<file path="src/rtl/button_event_ctrl.sv">
// Gesture classifier for a debounced active-low button: SHORT, DOUBLE, LONG and REPEAT
// events handed to the consumer through a one-entry valid/ready slot.
module button_event_ctrl #(
  parameter int CLK_FREQ      = 50_000_000,
  parameter int LONG_PRESS_MS = 1000,
  parameter int DOUBLE_GAP_MS = 300,
  parameter int REPEAT_MS     = 200
) (
  input  logic       clk,
  input  logic       rst_n,
  input  logic       enable,
  input  logic       btn_n,
  output logic       event_valid,
  output logic [1:0] event_code,
  input  logic       event_ready,
  output logic       held,
  output logic       event_lost
);

  localparam int LONG_C = (CLK_FREQ / 1000) * LONG_PRESS_MS;
  localparam int GAP_C  = (CLK_FREQ / 1000) * DOUBLE_GAP_MS;
  localparam int REP_C  = (CLK_FREQ / 1000) * REPEAT_MS;
  localparam int MAX_LG = (LONG_C > GAP_C) ? LONG_C : GAP_C;
  localparam int MAX_C  = (MAX_LG > REP_C) ? MAX_LG : REP_C;
  localparam int CNT_W  = $clog2(MAX_C + 1);

  localparam logic [CNT_W-1:0] LONG_END = CNT_W'(LONG_C - 1);
  localparam logic [CNT_W-1:0] GAP_END  = CNT_W'(GAP_C - 1);
  localparam logic [CNT_W-1:0] REP_END  = CNT_W'(REP_C - 1);
  localparam logic [CNT_W-1:0] CNT_MAX  = {CNT_W{1'b1}};

  localparam logic [1:0] EV_SHORT  = 2'b00;
  localparam logic [1:0] EV_DOUBLE = 2'b01;
  localparam logic [1:0] EV_LONG   = 2'b10;
  localparam logic [1:0] EV_REPEAT = 2'b11;

  typedef enum logic [2:0] {
    S_IDLE,
    S_PRESS1,
    S_WAIT2,
    S_PRESS2,
    S_LONG_HELD
  } state_t;

  state_t           state;
  state_t           nxt_state;
  logic [CNT_W-1:0] cnt;
  logic             cnt_clr;
  logic             gen;
  logic [1:0]       gen_code;
  logic             pressed;

  assign pressed = ~btn_n;

  // Release is tested before any timeout so it always wins a same-cycle tie.
  always_comb begin
    nxt_state = state;
    cnt_clr   = 1'b0;
    gen       = 1'b0;
    gen_code  = EV_SHORT;
    if (!enable) begin
      nxt_state = S_IDLE;
      cnt_clr   = 1'b1;
    end else begin
      case (state)
        S_IDLE: begin
          if (pressed) nxt_state = S_PRESS1;
        end
        S_PRESS1: begin
          if (!pressed) begin
            nxt_state = S_WAIT2;
          end else if (cnt == LONG_END) begin
            gen       = 1'b1;
            gen_code  = EV_LONG;
            nxt_state = S_LONG_HELD;
          end
        end
        S_WAIT2: begin
          if (pressed) begin
            nxt_state = S_PRESS2;
          end else if (cnt == GAP_END) begin
            gen       = 1'b1;
            gen_code  = EV_SHORT;
            nxt_state = S_IDLE;
          end
        end
        S_PRESS2: begin
          if (!pressed) begin
            gen       = 1'b1;
            gen_code  = EV_DOUBLE;
            nxt_state = S_IDLE;
          end
        end
        S_LONG_HELD: begin
          if (!pressed) begin
            nxt_state = S_IDLE;
          end else if (cnt == REP_END) begin
            gen      = 1'b1;
            gen_code = EV_REPEAT;
            cnt_clr  = 1'b1;
          end
        end
        default: begin
          nxt_state = S_IDLE;
        end
      endcase
    end
  end

  always_ff @(posedge clk) begin
    if (!rst_n) begin
      state       <= S_IDLE;
      cnt         <= '0;
      event_valid <= 1'b0;
      event_code  <= EV_SHORT;
      held        <= 1'b0;
      event_lost  <= 1'b0;
    end else begin
      state <= nxt_state;
      if (cnt_clr || (nxt_state != state)) begin
        cnt <= '0;
      end else if (cnt != CNT_MAX) begin
        cnt <= cnt + 1'b1;
      end
      held       <= enable && (state == S_LONG_HELD);
      event_lost <= 1'b0;
      // A consumer handshake in the same cycle frees the slot for the new event.
      if (gen) begin
        if (!event_valid || event_ready) begin
          event_valid <= 1'b1;
          event_code  <= gen_code;
        end else begin
          event_lost <= 1'b1;
        end
      end else if (event_valid && event_ready) begin
        event_valid <= 1'b0;
      end
    end
  end

endmodule

</file>
<file path="config.mk">
export PLATFORM = sky130hd
export DESIGN_NAME = button_event_ctrl
export DESIGN_NICKNAME = d
export VERILOG_FILES = /design/src/rtl/button_event_ctrl.sv
export SDC_FILE = /design/constraint.sdc
export NUM_CORES = 1
export LEC_CHECK = 0
export BUFFER_PORTS_ARGS = -buffer_cell sky130_fd_sc_hd__buf_2
export CAP_MARGIN = 20
export CORE_UTILIZATION = 50
export CTS_BUF_LIST = sky130_fd_sc_hd__clkbuf_4
export DETAILED_ROUTE_END_ITERATION = 16
export PLACE_DENSITY = 0.67
export SYNTH_ARGS = -nofsm -noshare
export SYNTH_HDL_FRONTEND = slang
export SYNTH_SLANG_ARGS = --single-unit
</file>
<file path="constraint.sdc">
create_clock -name clk -period 3.2 [get_ports clk]
set_input_delay 0.16 -clock clk [delete_from_list [all_inputs] [get_ports clk]]
set_output_delay 0.16 -clock clk [all_outputs]
set_load 0.01 [all_outputs]
</file>
==> impl_results.md <==
* Status: finished, final reports clean
* Crit Path Max Fanout at 26
* Crit end category: flip-flop
* Setup_tns at 0 ns
* Post-CTS resize count at 0
* Final setup violation count at 0
* Die area at 3752 sq um
* Initial antenna violation count at 0
* Delay-heaviest family, CP: simple AND/OR/NAND/NOR gates
* Fillers at around 330
* Tmin final at roughly 2.3 ns
* Finished Layout Cells at ~270
* Yosys warns at 0
* Num rows at 21
* Largest net degree at the start of global routing at 27
* Setup Skew at between 0.01 and 0.015 ns
* Syn avg cell area at 8.165 sq um
* Maximum clock insertion buffer count at 2
* End-of-flow core utilization at between 50% and 60%
* Crit path arrival time at between 2 and 3 ns
* Mapped Nets at around 220
* RD Place Congestion at 0.8753
* Period utilization at around 70%
* Comb power frac at 2.8%
* Hold bufs inserted after CTS at 0
* Startpoint types: flip-flop
* Placed cell count at roughly 270
* # IOs at 10
* Mapped cell area at about 1800 sq um
* TritonRoute pass-1 iters at 4
* WS Path Type: reg2reg
* P_leak at 0.5873 nW
* Worst Path Required at about 3.4 ns
* WL final at between 3 and 4 mm
* Sw Share at between 20% and 30%
* Slew @ Worst Pin at approximately 0.57 ns
* Area of the multi-input gates at roughly 1000 sq um
* Crit path cell chain: nor3b_1 -> nand4_1 -> or4_4 -> a21oi_2 -> a211o_2 -> nor3_1
* Peak Freq at ~0.43 GHz
* Sequential Power Share at a little over three fifths
* CTS Buf Count at 5
* Clock Sinks at 34
* EDFF count, synth at 0
* Hold Slack at a little over 0.07 ns
* Root buffer cell: clkbuf_4
* # Max-Cap Violations at 0
* Clock power frac at about a third
* Routed len/inst at ~13 um
* Core Box Area at ~3300 sq um
* Max_slew headroom at 61.74%
* Post-DR vias/cell at between 5 and 6
* Final Max Tran Viols at 0
* Clk_lat worst skew at 0.34 ns
* Routed via count at ~1,600
* Hpwl dp at 2.735 mm
* Pre-CTS setup slack at roughly 0.92 ns
* Initial Util at 52.61%
* Power Density at around 360 nW/um^2
* Slowest stage delay, CP at roughly 0.48 ns
* RSZ-0062 raised after global routing: no
* H-Tree Depth at 2
* Top FF cell, synth: dfxtp_1
* Ys async rst share at 0%
* ANT cells at 0
* Hold Path Class: in2reg
* Slowest CP cell: nor3b_1
* Die Width at approximately 60 um
* Post-CTS Setup Repair Bufs at 0
* Sw power at between 0.00015 and 0.0002 W
* GR Overflow Total at 0
* Sequential share of the synthesized area at a little under 40%
* Total GRT Usage at around 22%
* Final ANT Viol Nets at 0
* Clock transition at path regs at ~0.11 ns
* Internal Power at 0.0005223 W
* Worst path bufs/invs at 0
* Die Span Y at around 61 um
* Syn Inst Count at 215
* Drc violations at 0
* Layout cell share with drive strength beyond 1 at 10.09%
* Syn-to-layout area delta at 6.272%
* Reg area at between 600 and 700 sq um
* Peak VDD IR at between 0.15 and 0.2 mV
* Setup WS post-layout at around 0.89 ns
* Clock tree from TritonCTS: built
* Final Hold Fails at 0
* Global-route wire length before repair at between 6 and 7 mm
* Port Buffers at 9
* #FFs+latches synth at 34
* Vias in the first global route at around 1,300
* Yosys cell types at 39
* Final layout net count at about 230
* Initial DRC Count at between 100 and 150
routing by layer:
metal | part of all wire (%) | GRT usage, % | wire length (um)
met1 | 48 | 30.58 | 1777
met2 | 45 | 32.61 | 1655
met3 | 5.3 | 6.303 | 196
met4 | 1.4 | 7.792 | 50
met5 | 0 | 0 | 0
cells by family (layout without fill, tap and decap cells):
logic type,count (synthesis),count (layout),synth area share (%)
xor gates and xnor gates,20,20,9.979
DFF,34,34,38.77
and+or+nand+nor,128,128,37.63
AOI/OAI and AO/OA,22,22,7.840
muxes,3,3,1.782
buffers and inverters,7,20,3.278
adders and majority gates,1,1,0.7126
power by group through the flow:
stage	sequential (W)	combinational (W)	clock, W
floorplan	0.000435	0.0000164	0
global placement	0.000436	0.0000185	0
detailed placement	0.000436	0.0000191	0
CTS	0.000426	0.0000192	0.000240
global route	0.000427	0.0000212	0.000263
finish	0.000426	0.0000192	0.000232
final timing paths:
path	from	to	slack [ns]	depth (start not counted)
setup / recovery	state[2]	cnt[24]	0.89	6
setup reg to reg	state[2]	cnt[24]	0.89	6
hold / removal	btn_n	state[0]	0.07	2
hold reg to reg	event_code[0]	event_code[0]	0.47	2
state kept, by name, indices dropped and copies added (netlist names):
name         flops
event_valid      1
event_lost       1
state            3
held             1
cnt             26
event_code       2
cells in the final DEF, fill, tap and decap left out, types with 2 or more instances in the layout:
cell type	Yosys	routed
xnor2_1	13	13
clkbuf_4	0	6
nor2_1	34	34
or3_1	2	2
nand2b_1	3	3
nand2_1	22	22
nand4_1	8	8
nand3b_1	2	2
o22ai_1	2	2
a21oi_1	9	9
dfxtp_1	34	34
and4_1	2	2
nand3_1	15	15
and3_1	7	7
mux2i_1	2	2
buf_2	1	9
a211oi_1	3	3
inv_1	3	3
xor2_1	7	7
nor3_1	11	11
nor3b_1	4	4
and2_1	2	2
nor4_1	9	9
o21ai_0	3	3
final cells by class:
type	count	share of cell area (%)
Multi-Input combinational cell	174	54.53
Sequential cell	34	36.49
Tap cell	46	3.085
Clock inverter	2	0.4695
Clock buffer	6	2.414
Timing Repair Buffer	9	2.414
Inverter	3	0.6036
Yosys cell counts, types with 3 or more instances:
| cell type | instances | area share, % |
|---|---|---|
| nor3b_1 | 4 | 1.7 |
| nand3_1 | 15 | 4.3 |
| dfxtp_1 | 34 | 39 |
| nand2_1 | 22 | 4.7 |
| nor4_1 | 9 | 3.2 |
| xnor2_1 | 13 | 6.5 |
| nand4_1 | 8 | 2.9 |
| inv_1 | 3 | 0.64 |
| a21oi_1 | 9 | 2.6 |
| nor3_1 | 11 | 3.1 |
| o21ai_0 | 3 | 0.86 |
| nor2_1 | 34 | 7.3 |
| xor2_1 | 7 | 3.5 |
| and3_1 | 7 | 2.5 |
| nand2b_1 | 3 | 1.1 |
| a211oi_1 | 3 | 1.3 |
per-stage QoR:
stage | area [sq um] | total power (W)
after global routing | 1866 | 0.0007111
after global placement | 1812 | 0.0004544
after detailed placement | 1812 | 0.0004551
final | 1866 | 0.0006769
after CTS | 1866 | 0.0006854
after floorplan | 1755 | 0.0004518
worst reg2reg max path: stages, from the launching register on:
cell and delay, ns:
dfxtp_1 0.43, nor3b_1 0.48, nand4_1 0.14, or4_4 0.45
a21oi_2 0.15, a211o_2 0.40, nor3_1 0.13
Power figures use the tool's default switching activity.
